$ cat src/rtl/mem_port_arbiter.sv
// Single-port SRAM arbiter shared by the IF fetch port and the MEM load/store port.
// Each access runs IDLE -> ACCESS -> WAIT(SRAM_LAT) -> RESP, with a one-cycle ready pulse.
// Optional feature macro: STARVE_GUARD_EN (fetch anti-starvation counter).
module mem_port_arbiter #(
    parameter int unsigned ADDR_W     = 14,
    parameter int unsigned SRAM_LAT   = 1,
    parameter int unsigned STARVE_MAX = 4
) (
    input  logic              clk,
    input  logic              rst,
    input  logic              if_req,
    input  logic [31:0]       if_addr,
    output logic [31:0]       if_rdata,
    output logic              if_ready,
    output logic              if_stall,
    input  logic              d_req,
    input  logic              d_we,
    input  logic [31:0]       d_addr,
    input  logic [31:0]       d_wdata,
    input  logic [3:0]        d_wstrb,
    output logic [31:0]       d_rdata,
    output logic              d_ready,
    output logic              d_stall,
    output logic              sram_cs,
    output logic [3:0]        sram_we,
    output logic [ADDR_W-1:0] sram_addr,
    output logic [31:0]       sram_wdata,
    input  logic [31:0]       sram_rdata,
    output logic              busy
);

    localparam int unsigned CNT_W = 3;

    typedef enum logic [1:0] {
        IDLE   = 2'd0,
        ACCESS = 2'd1,
        WAIT   = 2'd2,
        RESP   = 2'd3
    } state_t;

    state_t             state;
    state_t             next_state;
    logic [CNT_W-1:0]   wait_cnt;
    logic               win_data;
    logic               win_we;
    logic               wait_done_c;
    logic               force_fetch_c;
    logic               grant_data_c;
    logic               launch_c;
    logic               respond_c;

    // Address bits outside the word index are deliberately ignored.
    logic unused_addr_bits;
    assign unused_addr_bits = ^{if_addr[31:ADDR_W+2], if_addr[1:0],
                                d_addr[31:ADDR_W+2], d_addr[1:0]};

    // Stall terms go straight to the hazard logic.
    assign if_stall = if_req & ~if_ready;
    assign d_stall  = d_req & ~d_ready;

    // State register.
    always_ff @(posedge clk or negedge rst) begin
        if (!rst) begin
            state <= IDLE;
        end else begin
            state <= next_state;
        end
    end

    // Next-state logic.
    always_comb begin
        next_state = state;
        case (state)
            IDLE:    if (if_req || d_req) next_state = ACCESS;
            ACCESS:  next_state = WAIT;
            WAIT:    if (wait_done_c) next_state = RESP;
            RESP:    next_state = IDLE;
            default: next_state = IDLE;
        endcase
    end

    // Arbitration and per-state control strobes.
    always_comb begin
        wait_done_c  = (wait_cnt == CNT_W'(SRAM_LAT - 1));
        grant_data_c = d_req & ~(force_fetch_c & if_req);
        launch_c     = (state == IDLE) & (if_req | d_req);
        respond_c    = (state == WAIT) & wait_done_c;
    end

    // Access datapath: latch winner, drive SRAM, capture read data, pulse ready.
    always_ff @(posedge clk or negedge rst) begin
        if (!rst) begin
            sram_cs    <= 1'b0;
            sram_we    <= 4'b0;
            sram_addr  <= '0;
            sram_wdata <= 32'b0;
            if_rdata   <= 32'b0;
            d_rdata    <= 32'b0;
            if_ready   <= 1'b0;
            d_ready    <= 1'b0;
            win_data   <= 1'b0;
            win_we     <= 1'b0;
            wait_cnt   <= '0;
            busy       <= 1'b0;
        end else begin
            sram_cs  <= launch_c;
            sram_we  <= (launch_c && grant_data_c && d_we) ? d_wstrb : 4'b0;
            if_ready <= respond_c & ~win_data;
            d_ready  <= respond_c & win_data;
            busy     <= (next_state != IDLE);
            if (launch_c) begin
                win_data <= grant_data_c;
                win_we   <= grant_data_c & d_we;
                if (grant_data_c) begin
                    sram_addr  <= d_addr[ADDR_W+1:2];
                    sram_wdata <= d_wdata;
                end else begin
                    sram_addr  <= if_addr[ADDR_W+1:2];
                end
            end
            if (state == ACCESS) begin
                wait_cnt <= '0;
            end else if (state == WAIT) begin
                wait_cnt <= CNT_W'(wait_cnt + 1'b1);
            end
            if (respond_c && !win_data) begin
                if_rdata <= sram_rdata;
            end
            if (respond_c && win_data && !win_we) begin
                d_rdata <= sram_rdata;
            end
        end
    end

`ifdef STARVE_GUARD_EN
    localparam int unsigned SCNT_W = $clog2(STARVE_MAX + 1);

    logic [SCNT_W-1:0] starve_cnt;

    assign force_fetch_c = (starve_cnt == SCNT_W'(STARVE_MAX));

    // Count data wins over a waiting fetch; any fetch grant clears it.
    always_ff @(posedge clk or negedge rst) begin
        if (!rst) begin
            starve_cnt <= '0;
        end else if (launch_c) begin
            if (!grant_data_c) begin
                starve_cnt <= '0;
            end else if (if_req && (starve_cnt != SCNT_W'(STARVE_MAX))) begin
                starve_cnt <= SCNT_W'(starve_cnt + 1'b1);
            end
        end
    end
`else
    logic unused_starve_max;
    assign unused_starve_max = |32'(STARVE_MAX);
    assign force_fetch_c     = 1'b0;
`endif

endmodule

$ cat config.mk
export PLATFORM = sky130hd
export DESIGN_NAME = mem_port_arbiter
export DESIGN_NICKNAME = d
export VERILOG_FILES = /design/src/rtl/mem_port_arbiter.sv
export SDC_FILE = /design/constraint.sdc
export NUM_CORES = 1
export LEC_CHECK = 0
export CORE_UTILIZATION = 43
export DETAILED_ROUTE_END_ITERATION = 16
export HOLD_SLACK_MARGIN = 0.08
export PLACE_DENSITY_LB_ADDON = 0.3
export SLEW_MARGIN = 20
export SYNTH_ARGS = -nofsm -noshare
export SYNTH_HDL_FRONTEND = slang
export SYNTH_SLANG_ARGS = --single-unit
$ cat constraint.sdc
create_clock -name clk -period 2.79 [get_ports clk]
set_input_delay 0.558 -clock clk [delete_from_list [all_inputs] [get_ports clk]]
set_output_delay 0.558 -clock clk [all_outputs]
set_load 0.05 [all_outputs]
==> flow_metrics.env <==
export IMPL_final_net_count=692
export IMPL_cp_cell_sequence="clkdlybuf4s50_1"
export IMPL_clk_root_buffer_cell="sky130_fd_sc_hd__clkbuf_16"
export IMPL_synth_nets=460
export IMPL_synth_area_sq_um=5010
export IMPL_most_common_layout_cells="sky130_fd_sc_hd__clkdlybuf4s50_1 (217), sky130_fd_sc_hd__dfrtp_1 (125), sky130_fd_sc_hd__mux2_2 (67)"
export IMPL_num_vias=3396
export IMPL_final_hold_viol_count=0
export IMPL_grt_met2_usage=0.363
export IMPL_cp_arrival_ns=1.61
export IMPL_min_path_type="flop to flop"
export IMPL_final_hold_worst_slack_ns=0.480
export IMPL_ios=257
export IMPL_antenna_cells_inserted=0
export IMPL_gpl_final_weighted_congestion=0.766
export IMPL_timing_final_setup_violations=0
export IMPL_result_of_the_run="complete, no violations"
export IMPL_number_of_buffers_inserted_for_hold_repair_after_clock_tree_synthesis=1
export IMPL_start_util=0.441
export IMPL_clkLatencyLatePin_ns=0.41
export IMPL_post_cts_setup_buffer_count=0
export IMPL_die_area_sq_um=12100
export IMPL_area_occupied_by_registers_sq_um=3130
export IMPL_grt_ovfl_total=0
export IMPL_maxCapViolCount=0
export IMPL_finalWorstPathRequiredPeriod_ns=2.17
export IMPL_slew_violations=0
export IMPL_cts_htree_levels=4
export IMPL_synth_enable_flop_cells=0
export IMPL_peakVddDrop_mv=0.877
export IMPL_synth_area_per_cell_sq_um=15.8
export IMPL_grt_most_used_layer="met2"
export IMPL_slew_headroom=0.632
export IMPL_clock_tree_from_tritoncts="yes"
export IMPL_post_drt_wl_per_cell_um=16.7
export IMPL_clock_skew_final_ns=0.00781
export IMPL_worst_setup_hold_path_clk_slew_ns=0.05
export IMPL_grt_met3_usage=0.0533
export IMPL_chipHeight_um=110
export IMPL_first_pass_iters=4
export IMPL_drt_drc_violations_left=0
export IMPL_drive_above_1_share=0.254
export IMPL_area_of_the_core_sq_um=11400
export IMPL_postSynthCellCount=318
export IMPL_grt_usage=0.201
export IMPL_seq_area_frac_synth=0.624
export IMPL_cp_capture_type="output port"
export IMPL_total_power_w=0.0116
export IMPL_layout_cells_most_common="sky130_fd_sc_hd__clkdlybuf4s50_1"
export IMPL_totalWireLength_um=11800
export IMPL_grt_max_degree=48
export IMPL_grt_antenna_before_repair=0
export IMPL_static_leakage_power_nw=3.44
export IMPL_cts_made_buffers=17
export IMPL_timing_setup_tns_ns=0
export IMPL_grt_met1_usage=0.222
export IMPL_fillCellCount=809
export IMPL_cp_slowest_stage_delay_ns=0.84
export IMPL_worstPathBufferInverterCount=1
export IMPL_fmaxAchievable_mhz=461
export IMPL_timing_worst_slew_pin_value_ns=0.550
export IMPL_critPathRequiredTime_ns=2.23
export IMPL_yosys_warnings=0
export IMPL_distinct_cell_type_count_after_synthesis=29
export IMPL_criticalPathCategory="flop to output port"
export IMPL_worstSetupStartpointType="flop"
export IMPL_number_of_buffers_added_on_ports=220
export IMPL_maximum_fanout_along_the_worst_path=2
export IMPL_die_w_um=110
export IMPL_synth_top_flop_cell="sky130_fd_sc_hd__dfrtp_1"
export IMPL_critical_path_slowest_cell="sky130_fd_sc_hd__clkdlybuf4s50_1"
export IMPL_grt_pass1_wl_um=18000
export IMPL_drt_antenna_violating_nets=0
export IMPL_syn_to_final_growth_pct=58.0
export IMPL_rsz0062_at_grt="false"
export IMPL_vias_in_the_first_global_route=3626
export IMPL_fin_crit_sh=0.777
export IMPL_maximum_count_of_clock_buffers_along_a_single_path=2
export IMPL_async_reset_ff_frac=1.00
export IMPL_numClockSinks=125
export IMPL_placement_rows=39
export IMPL_drt_first_iter_violations=117
export IMPL_post_dp_hpwl_um=8390
export IMPL_power_per_cell_area_nw_per_um2=1470
export IMPL_critical_path_top_delay_family="buffers and inverters"
export IMPL_cts_resized=0
export IMPL_avgViaCountPerCell=4.81
export IMPL_ys_ff_latch=125
export IMPL_multi_input_area_sq_um=1700
worst paths after layout:
check                             start       endpoint  slack [ns]  cells past startpoint
min                        sram_addr[5]   sram_addr[5]        0.48                      2
min reg2reg                sram_addr[5]   sram_addr[5]        0.48                      2
max in group asynchronous           rst  sram_addr[10]        1.47                      3
min in group asynchronous           rst   if_rdata[11]        0.61                      2
max reg2reg                    state[0]    d_rdata[27]        0.92                      6
max                        sram_addr[0]   sram_addr[0]        0.62                      1
cell type report:
cell class,instances,share of cell area
Clock buffer,18,0.0542
Tap cell,143,0.0226
Sequential cell,125,0.395
Timing Repair Buffer,230,0.292
Clock inverter,14,0.0185
Multi-Input combinational cell,170,0.215
Inverter,6,0.00284
flip-flops by register name, indices dropped and copies added, names as in the netlist, 2 cells and up:
signal      flops
sram_we         4
sram_wdata     32
if_rdata       32
sram_addr      14
wait_cnt        3
state           2
d_rdata        32
power by group:
part	internal [W]	switching [W]	total, W
Sequential	0.00270	0.000461	0.00316
Clock	0.00131	0.000802	0.00212
Combinational	0.00240	0.00394	0.00634
stage by stage:
stage / util / cell area [sq um] / instances / setup slack [ns]
global placement: 0.645 / 7330 / 673 / 0.701
global route: 0.696 / 7920 / 706 / 0.589
floorplan: - / 5010 / 318 / 0.458
CTS: 0.696 / 7920 / 706 / 0.600
detailed placement: 0.645 / 7330 / 673 / 0.680
finish: 0.696 / 7920 / 706 / 0.622
tightest hold or removal path: stages, from the launching register on:
cell and delay (ns):
sky130_fd_sc_hd__dfrtp_1 0.34, sky130_fd_sc_hd__nand2_1 0.04, sky130_fd_sc_hd__o21ai_0 0.06
Yosys cell counts, types with 2 or more instances:
library cell | n | area (sq um)
sky130_fd_sc_hd__mux2_2 | 67 | 754
sky130_fd_sc_hd__mux2_4 | 30 | 450
sky130_fd_sc_hd__clkbuf_1 | 3 | 11.3
sky130_fd_sc_hd__mux2i_1 | 14 | 140
sky130_fd_sc_hd__buf_12 | 3 | 60.1
sky130_fd_sc_hd__buf_2 | 4 | 20.0
sky130_fd_sc_hd__ha_1 | 5 | 62.6
sky130_fd_sc_hd__o21ai_0 | 16 | 80.1
sky130_fd_sc_hd__nand2_1 | 16 | 60.1
sky130_fd_sc_hd__buf_4 | 3 | 22.5
sky130_fd_sc_hd__inv_1 | 6 | 22.5
sky130_fd_sc_hd__nor2b_1 | 2 | 12.5
sky130_fd_sc_hd__and3_1 | 4 | 25.0
sky130_fd_sc_hd__nor2_1 | 3 | 11.3
sky130_fd_sc_hd__dfrtp_1 | 125 | 3130
sky130_fd_sc_hd__buf_6 | 4 | 45.0
cells by family (layout without fill, tap and decap cells):
kind of cell             after synthesis  after routing  share of synthesized area
buffers and inverters                 23            268                     0.0362
multiplexers                         111            111                      0.268
flip-flops                           125            125                      0.624
AO/OA/AOI/OAI                         21             21                     0.0230
AND/OR/NAND/NOR                       33             33                     0.0359
adder cells (fa/ha/maj)                5              5                     0.0125
layer usage:
layer  up-vias  wire length (um)
li1       1575                 -
met1      1677              4470
met2       127              6350
met3        17               730
met4         0               218
met5         -                 0
Note: power is estimated with default switching activity, not from simulation.
